[config.mk]
export PLATFORM = sky130hd
export DESIGN_NAME = alu_logic_pipe_flat
export DESIGN_NICKNAME = d
export VERILOG_FILES = /design/src/rtl/alu_logic_pipe_if.sv /design/src/rtl/alu_logic_pipe.sv /design/src/flat_wrapper.sv
export SDC_FILE = /design/constraint.sdc
export NUM_CORES = 1
export LEC_CHECK = 0
export CORE_ASPECT_RATIO = 1.75
export CORE_UTILIZATION = 55
export DETAILED_ROUTE_END_ITERATION = 10
export PLACE_DENSITY = 0.76
export SYNTH_ARGS = -nofsm -noshare
export SYNTH_HDL_FRONTEND = slang
export SYNTH_SLANG_ARGS = --single-unit
[constraint.sdc]
create_clock -name clk -period 3.6 [get_ports clk]
set_input_delay 0.72 -clock clk [delete_from_list [all_inputs] [get_ports clk]]
set_output_delay 0.72 -clock clk [all_outputs]
set_load 0.05 [all_outputs]
[src/rtl/alu_logic_pipe_if.sv]
// Operand/result handshake bundle for alu_logic_pipe.
// The master side feeds operands and consumes results; the slave side is the unit itself.
interface alu_logic_pipe_if #(
    parameter int WIDTH = 8
);
    logic [WIDTH-1:0] A;
    logic [WIDTH-1:0] B;
    logic [2:0]       S;
    logic             InValid;
    logic             InReady;
    logic [WIDTH-1:0] Out;
    logic             OutValid;
    logic             OutReady;
    logic             Zero;
    logic             Parity;
    logic             Busy;

    modport master (
        output A, B, S, InValid, OutReady,
        input  InReady, Out, OutValid, Zero, Parity, Busy
    );

    modport slave (
        input  A, B, S, InValid, OutReady,
        output InReady, Out, OutValid, Zero, Parity, Busy
    );
endinterface

[src/rtl/alu_logic_pipe.sv]
// Registered logic unit with valid/ready handshakes, Zero/Parity flags and
// either a one-cycle barrel rotate or an iterative one-bit-per-cycle rotate.
module alu_logic_pipe #(
    parameter int WIDTH    = 8,
    parameter int ROT_ITER = 1
) (
    input  logic            clk,
    input  logic            rst_n,
    alu_logic_pipe_if.slave bus
);
    localparam int AW = $clog2(WIDTH);

    typedef enum logic {IDLE, ROT} state_t;

    state_t           state_reg, state_next;
    logic [WIDTH-1:0] work_reg, work_next;
    logic [AW-1:0]    count_reg, count_next;
    logic             dir_reg, dir_next;

    logic [WIDTH-1:0] out_reg;
    logic             out_valid_reg;
    logic             zero_reg;
    logic             parity_reg;

    logic             in_ready;
    logic             accept;
    logic [AW-1:0]    amt;
    logic             iter_rot;
    logic [WIDTH-1:0] op_result;
    logic [WIDTH-1:0] step_result;
    logic             load;
    logic [WIDTH-1:0] load_val;

    // Doubling the operand turns a rotate into a plain shift of the concatenation.
    function automatic logic [WIDTH-1:0] rotl(input logic [WIDTH-1:0] v, input logic [AW-1:0] n);
        logic [2*WIDTH-1:0] t;
        t = {v, v} << n;
        return t[2*WIDTH-1:WIDTH];
    endfunction

    function automatic logic [WIDTH-1:0] rotr(input logic [WIDTH-1:0] v, input logic [AW-1:0] n);
        logic [2*WIDTH-1:0] t;
        t = {v, v} >> n;
        return t[WIDTH-1:0];
    endfunction

    assign amt      = bus.B[AW-1:0];
    assign in_ready = (state_reg == IDLE) && (!out_valid_reg || bus.OutReady);
    assign accept   = bus.InValid && in_ready;
    // Only non-zero rotates in iterative mode take the multi-cycle path.
    assign iter_rot = (ROT_ITER != 0) && bus.S[2] && bus.S[1] && (amt != '0);

    always_comb begin
        op_result = '0;
        case (bus.S)
            3'b000:  op_result = bus.A & bus.B;
            3'b001:  op_result = bus.A | bus.B;
            3'b010:  op_result = bus.A ^ bus.B;
            3'b011:  op_result = ~bus.A;
            3'b100:  op_result = ~(bus.A & bus.B);
            3'b101:  op_result = ~(bus.A | bus.B);
            3'b110:  op_result = rotl(bus.A, amt);
            default: op_result = rotr(bus.A, amt);
        endcase
    end

    assign step_result = dir_reg ? {work_reg[0], work_reg[WIDTH-1:1]}
                                 : {work_reg[WIDTH-2:0], work_reg[WIDTH-1]};

    always_comb begin
        state_next = state_reg;
        work_next  = work_reg;
        count_next = count_reg;
        dir_next   = dir_reg;
        load       = 1'b0;
        load_val   = '0;
        case (state_reg)
            IDLE: begin
                if (accept) begin
                    if (iter_rot) begin
                        state_next = ROT;
                        work_next  = bus.A;
                        count_next = amt;
                        dir_next   = bus.S[0];
                    end else begin
                        load     = 1'b1;
                        load_val = op_result;
                    end
                end
            end
            ROT: begin
                work_next  = step_result;
                count_next = count_reg - 1'b1;
                if (count_reg == AW'(1)) begin
                    load       = 1'b1;
                    load_val   = step_result;
                    state_next = IDLE;
                end
            end
            default: state_next = IDLE;
        endcase
    end

    always_ff @(posedge clk or negedge rst_n) begin
        if (!rst_n) begin
            state_reg <= IDLE;
            work_reg  <= '0;
            count_reg <= '0;
            dir_reg   <= 1'b0;
        end else begin
            state_reg <= state_next;
            work_reg  <= work_next;
            count_reg <= count_next;
            dir_reg   <= dir_next;
        end
    end

    // Output register: a new load wins over a drain on the same edge.
    always_ff @(posedge clk or negedge rst_n) begin
        if (!rst_n) begin
            out_reg       <= '0;
            out_valid_reg <= 1'b0;
            zero_reg      <= 1'b0;
            parity_reg    <= 1'b0;
        end else if (load) begin
            out_reg       <= load_val;
            out_valid_reg <= 1'b1;
            zero_reg      <= (load_val == '0);
            parity_reg    <= ^load_val;
        end else if (bus.OutReady) begin
            out_valid_reg <= 1'b0;
        end
    end

    assign bus.InReady  = in_ready;
    assign bus.Out      = out_reg;
    assign bus.OutValid = out_valid_reg;
    assign bus.Zero     = zero_reg;
    assign bus.Parity   = parity_reg;
    assign bus.Busy     = (state_reg == ROT);
endmodule

[src/flat_wrapper.sv]
// flat-port wrapper written by rule: the top's interface ports become plain ports
module alu_logic_pipe_flat 
#(
    parameter int WIDTH    = 8,
    parameter int ROT_ITER = 1
)
  (clk, rst_n, bus_A, bus_B, bus_S, bus_InValid, bus_OutReady, bus_InReady, bus_Out, bus_OutValid, bus_Zero, bus_Parity, bus_Busy);
  alu_logic_pipe_if #(.WIDTH(WIDTH)) bus_i ();
  input  logic clk;
  input  logic rst_n;
  input wire logic [$bits(bus_i.A)-1:0] bus_A;
  input wire logic [$bits(bus_i.B)-1:0] bus_B;
  input wire logic [$bits(bus_i.S)-1:0] bus_S;
  input wire logic [$bits(bus_i.InValid)-1:0] bus_InValid;
  input wire logic [$bits(bus_i.OutReady)-1:0] bus_OutReady;
  output wire logic [$bits(bus_i.InReady)-1:0] bus_InReady;
  output wire logic [$bits(bus_i.Out)-1:0] bus_Out;
  output wire logic [$bits(bus_i.OutValid)-1:0] bus_OutValid;
  output wire logic [$bits(bus_i.Zero)-1:0] bus_Zero;
  output wire logic [$bits(bus_i.Parity)-1:0] bus_Parity;
  output wire logic [$bits(bus_i.Busy)-1:0] bus_Busy;
  assign bus_i.A = bus_A;
  assign bus_i.B = bus_B;
  assign bus_i.S = bus_S;
  assign bus_i.InValid = bus_InValid;
  assign bus_i.OutReady = bus_OutReady;
  assign bus_InReady = bus_i.InReady;
  assign bus_Out = bus_i.Out;
  assign bus_OutValid = bus_i.OutValid;
  assign bus_Zero = bus_i.Zero;
  assign bus_Parity = bus_i.Parity;
  assign bus_Busy = bus_i.Busy;
  alu_logic_pipe #(.WIDTH(WIDTH), .ROT_ITER(ROT_ITER)) u_core (.clk(clk), .rst_n(rst_n), .bus(bus_i));
endmodule
==> flow_summary_export.csv, run 1 <==
group,metric,value,unit
timing,rsz0062_at_grt,"false",
route,post_drt_wl_per_cell,20.1,microns
grt,antenna_found_initial,0,
worst_setup_path,critPathLaunch,"bus_B[1]",
clock_network,clockRootBuffer,"clkbuf_8",
worst_setup_path,crit_required,3.71,ns
route,route.detailed.drc,0,
timing,fmax,0.298,GHz
finish,final_core_util,68.7,%
grt,grt_pass1_vias,2611,
yosys,netlist-cell-type-count,56,
worst_setup_path,cp_max_fo,5,
route,drtAntennaViolNets,0,
floorplanning,rows,33,
yosys,synthMostInstantiatedCell,"nand2_1",
timing,setup_viol,0,
place,dp_slack,0.0352,ns
clock_network,cts.sinks,24,
floorplanning,initial_core_util,58.1,%
floorplanning,die_h,95.7,microns
yosys,synth.net_count,367,
yosys,synth_largest_area_cell,"dfrtp_1",
clock_network,htree_levels,1,
clock_network,cts_setup_buffers,0,
clock_network,worstSkewPairLatency,0.26,ns
clock_network,cts_tree,"yes",
finish,instances_no_fill,405,
finish,drive_gt1_share,16.1,%
place,dpl-instance-area,3210,sq um
grt,grt_overflow,0,
yosys,synth-edff-count,0,
worst_setup_path,worstSetupPathType,"input pin to flop",
yosys,syn_avg_cell_area,8.57,sq um
clock_network,clkTransAtPathRegs,0.08,ns
clock_network,cts_resized,0,
grt,grtUsageTotal,32.0,%
grt,grt_max_degree,37,
yosys,synth_top_area_share,21.8,%
flow_run,max_cap_viol_count,0,
route,routed_wl,8150,microns
yosys,seq_area_frac_synth,21.8,%
place,place.gp.congestion,0.911,
finish,regArea,601,sq um
timing,fin_ws,0.246,ns
yosys,ys_ff_latch,24,
yosys,yosys_warnings,0,
route,first_pass_iters,5,
power_and_ir_drop,p_total,1.83,mW
finish,multi_input_area,1970,sq um
finish,diodes,0,
grt,grt_pass1_wl,13000,microns
run_status,outcome,"finished clean",
finish,stdcell_area,3260,sq um
yosys,syn_area,2760,sq um
place,place_inst,401,
power_and_ir_drop,ir_worst_vdd,0.576,mV
yosys,synthArstFlopShare,100,%
timing,period_needed,3.35,ns
finish,fill_cells,412,
route,vias_per_cell,6.59,
place,dp_hpwl,6420,microns
yosys,netlist_instances,322,
floorplanning,dieWidth,55.5,microns
clock_network,cts_buffer_depth,2,
worst_setup_path,crit_path_end_kind,"flop",
timing,final-hold-violation-count,0,
place,io_buffer_count,35,
timing,skew,0.00284,ns
floorplanning,io_pins,36,
min_path,hp-class,"flop to flop",
min_path,hold_start,"u_core.bus.Out[1]",
floorplanning,die_area,5310,sq um
yosys,ys_top_cells_by_area,"dfrtp_1 (22%), ha_1 (10%), mux2_2 (9.8%)",
worst_setup_path,r2r_start,"u_core.bus.Busy",
yosys,synth_flop_cell,"dfrtp_1",
clock_network,postCtsHoldBufs,0,
clock_network,cts_buffers,3,
finish,area_growth,18.3,%
route,vias,2670,
timing,tightest_slew,1.03,ns
worst_setup_path,setup.worst_path.start_class,"input pin",
route,drt_iter0_markers,157,
finish,fin_nets,399,
timing,slew_headroom,30.8,%
yosys,netlist_top_cells_count,"nand2_1 (42), dfrtp_1 (24), mux2_2 (24)",
worst_setup_path,worstPathArrival,3.47,ns
power_and_ir_drop,p_per_area,561,nW/um^2
timing,fin_crit_sh,93.2,%
power_and_ir_drop,power.leakage,1.41,nW
floorplanning,core,4750,sq um
timing,maxSlewViolCount,0,
worst max-delay path, cell delays in order:
cell,delay (ns)
clkdlybuf4s50_1,0.47
o311a_4,0.38
or4b_1,0.60
a32o_1,0.28
a31o_1,0.24
ha_1,0.30
xnor2_1,0.22
xnor2_1,0.15
o21ai_0,0.10
cell families (layout without fill, tap and decap cells):
| family | after synthesis | count (layout) | synth area share [%] |
|---|---|---|---|
| compound gates | 91 | 91 | 23.2 |
| simple gates | 85 | 85 | 15.3 |
| xor+xnor | 3 | 3 | 0.953 |
| mux | 51 | 51 | 21.9 |
| fa+ha+maj | 22 | 22 | 9.98 |
| flops | 24 | 24 | 21.8 |
| buf+inv | 46 | 77 | 6.94 |
layer usage:
layer	global-route usage (%)	wire length [microns]
met5	0	0
met3	3.49	450
met1	35.4	3150
met2	55.9	3970
met4	24.4	586
area by class of cell:
| type | count | area share, % |
|---|---|---|
| clock buffers | 4 | 1.69 |
| flip-flops and latches | 24 | 18.4 |
| multi-input cells | 252 | 60.3 |
| inverters | 19 | 2.18 |
| repair buffers | 54 | 15.5 |
| well taps | 52 | 1.99 |
metrics by stage:
step / TNS, ns / hold slack, ns
after floorplan: 0 / 0.424
after global placement: -0.0262 / 0.466
after detailed placement: 0 / 0.472
after CTS: 0 / 0.490
after global routing: 0 / 0.513
final: 0 / 0.488
report_power, final:
group	switching (mW)	internal (mW)
logic	0.683	0.458
registers	0.118	0.397
clock network	0.0769	0.0975
total	0.877	0.953
cells in the final DEF (no fill, tap or decap), drive strengths merged, types with 6 or more instances in the layout:
| cell | netlist | final |
|---|---|---|
| nand2 | 42 | 42 |
| a32oi | 6 | 6 |
| o21ai | 25 | 25 |
| nor2 | 10 | 10 |
| clkdlybuf4s50 | 0 | 35 |
| mux2i | 22 | 22 |
| a22oi | 16 | 16 |
| dfrtp | 24 | 24 |
| buf | 17 | 19 |
| a21oi | 11 | 11 |
| nor2b | 6 | 6 |
| ha | 22 | 22 |
| inv | 19 | 19 |
| mux2 | 24 | 24 |
path summary, 6_finish.rpt:
| kind | to | slack (ns) | depth (start not counted) |
|---|---|---|---|
| max | u_core.bus.Parity | 0.25 | 9 |
| min | u_core.bus.Out[1] | 0.49 | 2 |
| max reg2reg | u_core.bus.Parity | 0.74 | 8 |
| min reg2reg | u_core.bus.Out[1] | 0.49 | 2 |
| max in group asynchronous | u_core.bus.Parity | 1.96 | 1 |
| min in group asynchronous | u_core.bus.Busy | 1.02 | 1 |
No activity file was read; power rests on OpenSTA's default activity.
==> inputs of run 2 (changes only) <==
MAX_ROUTING_LAYER = met4   (was default)
RECOVER_POWER = 25   (was default)
==> flow_summary_export.csv, run 2 (same netlist as run 1, synthesis figures left out) <==
group,metric,value,unit
run_status,outcome,"finished clean",
floorplanning,core,4750,sq um
power_and_ir_drop,power.leakage,1.42,nW
route,vias_per_cell,6.50,
route,post_drt_wl_per_cell,19.9,microns
clock_network,cts.sinks,24,
floorplanning,io_pins,36,
clock_network,postCtsHoldBufs,0,
route,route.detailed.drc,0,
min_path,hp-class,"flop to flop",
timing,holdWs,0.489,ns
route,drtAntennaViolNets,0,
floorplanning,die_area,5310,sq um
route,routed_wl,8060,microns
clock_network,cts_resized,0,
place,place.gp.congestion,0.946,
clock_network,cts_tree,"yes",
worst_setup_path,worstPathArrival,3.47,ns
finish,instances_no_fill,406,
grt,grtUsageTotal,32.5,%
finish,fill_cells,400,
clock_network,cts_buffer_depth,2,
timing,maxSlewViolCount,0,
clock_network,clkTransAtPathRegs,0.08,ns
finish,stdcell_area,3270,sq um
power_and_ir_drop,p_per_area,557,nW/um^2
grt,grt_pass1_vias,2611,
route,top_layer,"met4",
clock_network,cts_buffers,3,
finish,multi_input_area,1970,sq um
place,io_buffer_count,35,
floorplanning,initial_core_util,58.1,%
grt,antenna_found_initial,0,
timing,setup_viol,0,
floorplanning,rows,33,
finish,layout_common_cells,"nand2_1 (42), clkdlybuf4s50_1 (34), mux2_2 (24), dfrtp_1 (24)",
worst_setup_path,crit_required,3.72,ns
worst_setup_path,cp_max_fo,13,
route,first_pass_iters,5,
finish,fin_nets,400,
flow_run,max_cap_viol_count,0,
timing,period_needed,3.35,ns
timing,fmax,0.298,GHz
grt,grt_pass1_wl,13000,microns
worst_setup_path,worstSetupPathType,"input pin to flop",
clock_network,htree_levels,1,
worst_setup_path,crit_path_end_kind,"flop",
route,route.met3.wl,297,microns
finish,area_growth,18.6,%
floorplanning,die_h,95.7,microns
worst_setup_path,setup.worst_path.start_class,"input pin",
route,drt_iter0_markers,200,
timing,skew,0.00429,ns
timing,rsz0062_at_grt,"false",
floorplanning,dieWidth,55.5,microns
finish,final_core_util,68.9,%
clock_network,cts_setup_buffers,0,
grt,grt_overflow,0,
place,place_inst,402,
clock_network,worstSkewPairLatency,0.26,ns
route,wl_met1,3160,microns
timing,final-hold-violation-count,0,
finish,drive_gt1_share,16.4,%
timing,fin_crit_sh,93.1,%
grt,grt_max_degree,37,
route,met2_length,4110,microns
finish,final_common_cell,"nand2_1",
timing,slew_headroom,31.8,%
finish,regArea,601,sq um
place,dp_hpwl,6390,microns
clock_network,clockRootBuffer,"clkbuf_8",
power_and_ir_drop,ir_worst_vdd,0.605,mV
place,dpl-instance-area,3220,sq um
timing,tightest_slew,1.02,ns
route,vias,2640,
finish,diodes,0,
==> run 2: changes by cell type in the layout (fill, tap and decap cells not counted), sizes merged <==
| cell | delta |
|---|---|
| buf | +1 |
| dlygate4sd3 | +1 |
| clkdlybuf4s50 | -1 |
==> run 2: per-stage QoR <==
step                TNS, ns  worst slack [ns]  power [mW]
floorplan                 0             0.674        1.27
global placement    -0.0422           -0.0422        1.62
detailed placement        0            0.0154        1.63
CTS                       0             0.301        1.82
global route              0            0.0148        1.94
finish                    0             0.250        1.82
==> run 2: worst paths after layout <==
kind | cells after the start | slack (ns) | startpoint | endpoint
worst max register to register | 9 | 0.74 | u_core.bus.Busy | u_core.bus.Parity
worst max-delay path | 9 | 0.25 | bus_B[0] | u_core.bus.Parity
worst min-delay path | 2 | 0.49 | u_core.bus.Zero | u_core.bus.Zero
min in group asynchronous | 1 | 1.08 | rst_n | u_core.work_reg[7]
worst min register to register | 2 | 0.49 | u_core.bus.Zero | u_core.bus.Zero
max in group asynchronous | 1 | 1.91 | rst_n | u_core.bus.OutValid
==> run 2: critical path, stage by stage <==
cell,delay [ns]
clkdlybuf4s50_1,0.52
buf_4,0.25
mux4_2,0.54
a2111oi_0,0.53
a31o_2,0.26
ha_1,0.24
xnor2_1,0.19
xnor2_1,0.14
o21ai_0,0.08
==> run 2: area by class of cell <==
| class | instances | area share (%) |
|---|---|---|
| Inverter | 19 | 2.18 |
| Sequential cell | 24 | 18.4 |
| Multi-Input combinational cell | 252 | 60.1 |
| Timing Repair Buffer | 55 | 15.7 |
| Clock buffer | 4 | 1.68 |
| Tap cell | 52 | 1.99 |
==> run 2: layer usage <==
metal	vias to the layer above	GRT usage, %
met3	38	2.15
met4	0	22.1
li1	1249	-
met5	-	-
met1	1254	35.2
met2	99	57.0
==> run 2: power by group <==
group	internal, mW	switching [mW]	total (mW)
clock	0.0975	0.0785	0.176
sequential	0.397	0.120	0.517
combinational	0.457	0.672	1.13
==> inputs of run 3 (changes only) <==
CTS_CLUSTER_DIAMETER = 120   (was default)
DONT_BUFFER_PORTS = 1   (was default)
PLACE_DENSITY = 0.66   (was 0.76)
==> flow_summary_export.csv, run 3 (same netlist as run 1, synthesis figures left out) <==
group,metric,value,unit
floorplanning,die_area,5310,sq um
worst_setup_path,worstSetupPathType,"flop to flop",
floorplanning,dieWidth,55.5,microns
timing,fin_crit_sh,79.6,%
timing,tightest_slew,0.812,ns
clock_network,cts_setup_buffers,0,
finish,final_common_cell,"nand2_1",
floorplanning,initial_core_util,58.1,%
finish,fin_nets,348,
worst_setup_path,crit_chain,"nor2b_1 -> or4b_1 -> a32o_1 -> a41o_1 -> ha_1 -> xnor2_1 -> xnor2_1 -> o21ai_0",
floorplanning,core,4750,sq um
grt,grtUsageTotal,30.4,%
route,vias_per_cell,6.72,
worst_setup_path,crit_required,3.71,ns
route,post_drt_wl_per_cell,21.5,microns
route,drt_iter0_markers,188,
flow_run,max_cap_viol_count,0,
route,route.detailed.drc,0,
timing,fmax,0.349,GHz
route,vias,2378,
clock_network,cts_resized,0,
worst_setup_path,path_buf_inv,0,
grt,grt_pass1_vias,2361,
worst_setup_path,cp_max_fo,7,
clock_network,cts_tree,"yes",
power_and_ir_drop,power.leakage,1.19,nW
timing,holdWs,0.139,ns
worst_setup_path,max_stage_delay,0.66,ns
clock_network,postCtsHoldBufs,0,
timing,setup_tns,0,ns
finish,diodes,0,
min_path,hp-class,"input pin to asynchronous set/reset pin",
floorplanning,io_pins,36,
grt,antenna_found_initial,0,
worst_setup_path,cp_top_family,"simple AND/OR/NAND/NOR gates",
clock_network,cts_buffers,3,
clock_network,htree_levels,1,
finish,drive_gt1_share,13.6,%
worst_setup_path,slowest_stage,"or4b_1",
power_and_ir_drop,ir_worst_vdd,0.590,mV
timing,rsz0062_at_grt,"false",
route,drtAntennaViolNets,0,
grt,grt_overflow,0,
floorplanning,die_h,95.7,microns
timing,period_needed,2.87,ns
run_status,outcome,"finished clean",
timing,skew,0.0101,ns
worst_setup_path,crit_path_end_kind,"flop",
clock_network,worstSkewPairLatency,0.27,ns
timing,maxSlewViolCount,0,
power_and_ir_drop,p_per_area,579,nW/um^2
clock_network,clockRootBuffer,"clkbuf_8",
clock_network,cts_buffer_depth,2,
place,place.gp.congestion,0.974,
worst_setup_path,setup.worst_path.start_class,"flop",
grt,grt_max_degree,38,
route,routed_wl,7610,microns
place,io_buffer_count,0,
clock_network,cts.sinks,24,
timing,final-hold-violation-count,0,
finish,area_growth,0.816,%
finish,final_core_util,58.6,%
clock_network,clkTransAtPathRegs,0.08,ns
grt,grt_pass1_wl,12000,microns
worst_setup_path,worstPathArrival,2.98,ns
timing,slew_headroom,45.7,%
route,first_pass_iters,4,
floorplanning,rows,33,
timing,setup_viol,0,
finish,layout_common_cells,"nand2_1 (42), mux2_2 (24), dfrtp_1 (24)",
worst_setup_path,cp_common_cell,"xnor2_1",
place,dp_hpwl,5930,microns
-- run 3: cell types whose count changed in the layout (fill, tap and decap cells not counted) --
cell,before,now
clkdlybuf4s50_1,34,0
dlygate4sd3_1,1,0
buf_4,19,3
buf_12,1,0
-- run 3: stage by stage --
stage,power [mW],std cells,setup WS [ns],cell area [sq um]
finish,1.61,354,0.734,2780
global route,1.71,354,0.597,2780
CTS,1.62,354,0.744,2780
detailed placement,1.43,350,0.522,2730
global placement,1.42,350,0.574,2730
floorplan,1.27,322,0.674,2760
-- run 3: path summary, 6_finish.rpt --
check	from	to	cells past startpoint	slack (ns)
setup / recovery	u_core.bus.OutValid	u_core.bus.Parity	8	0.73
hold / removal	rst_n	u_core.dir_reg	0	0.14
setup reg to reg	u_core.bus.OutValid	u_core.bus.Parity	8	0.73
hold reg to reg	u_core.count_reg[0]	u_core.count_reg[0]	1	0.51
max in group asynchronous	rst_n	u_core.work_reg[4]	0	3.38
min in group clk	u_core.count_reg[0]	u_core.count_reg[0]	1	0.51
-- run 3: cell type report --
cell class                      count  area [sq um]
Multi-Input combinational cell    252          1970
Fill cell                         422          1970
Sequential cell                    24           601
Inverter                           19          71.3
Tap cell                           52          65.1
Clock buffer                        4          55.1
Timing Repair Buffer                3          22.5
-- run 3: power by group --
group	internal, mW	total, mW	switching (mW)	leakage (nW)
sequential	0.394	0.712	0.318	0.298
combinational	0.317	0.725	0.408	0.866
clock	0.0975	0.175	0.0773	0.0288
total	0.808	1.61	0.803	1.19
-- run 3: metal layers --
metal  track usage, %  wire length, microns  part of all wire (%)  up-vias
li1                 -                     -                     -     1150
met1             34.2                  3000                    39     1106
met2             51.8                  3780                    50       95
met3             3.76                   424                   5.6       27
met4             17.9                   404                   5.3        0
met5                -                     0                     0        -
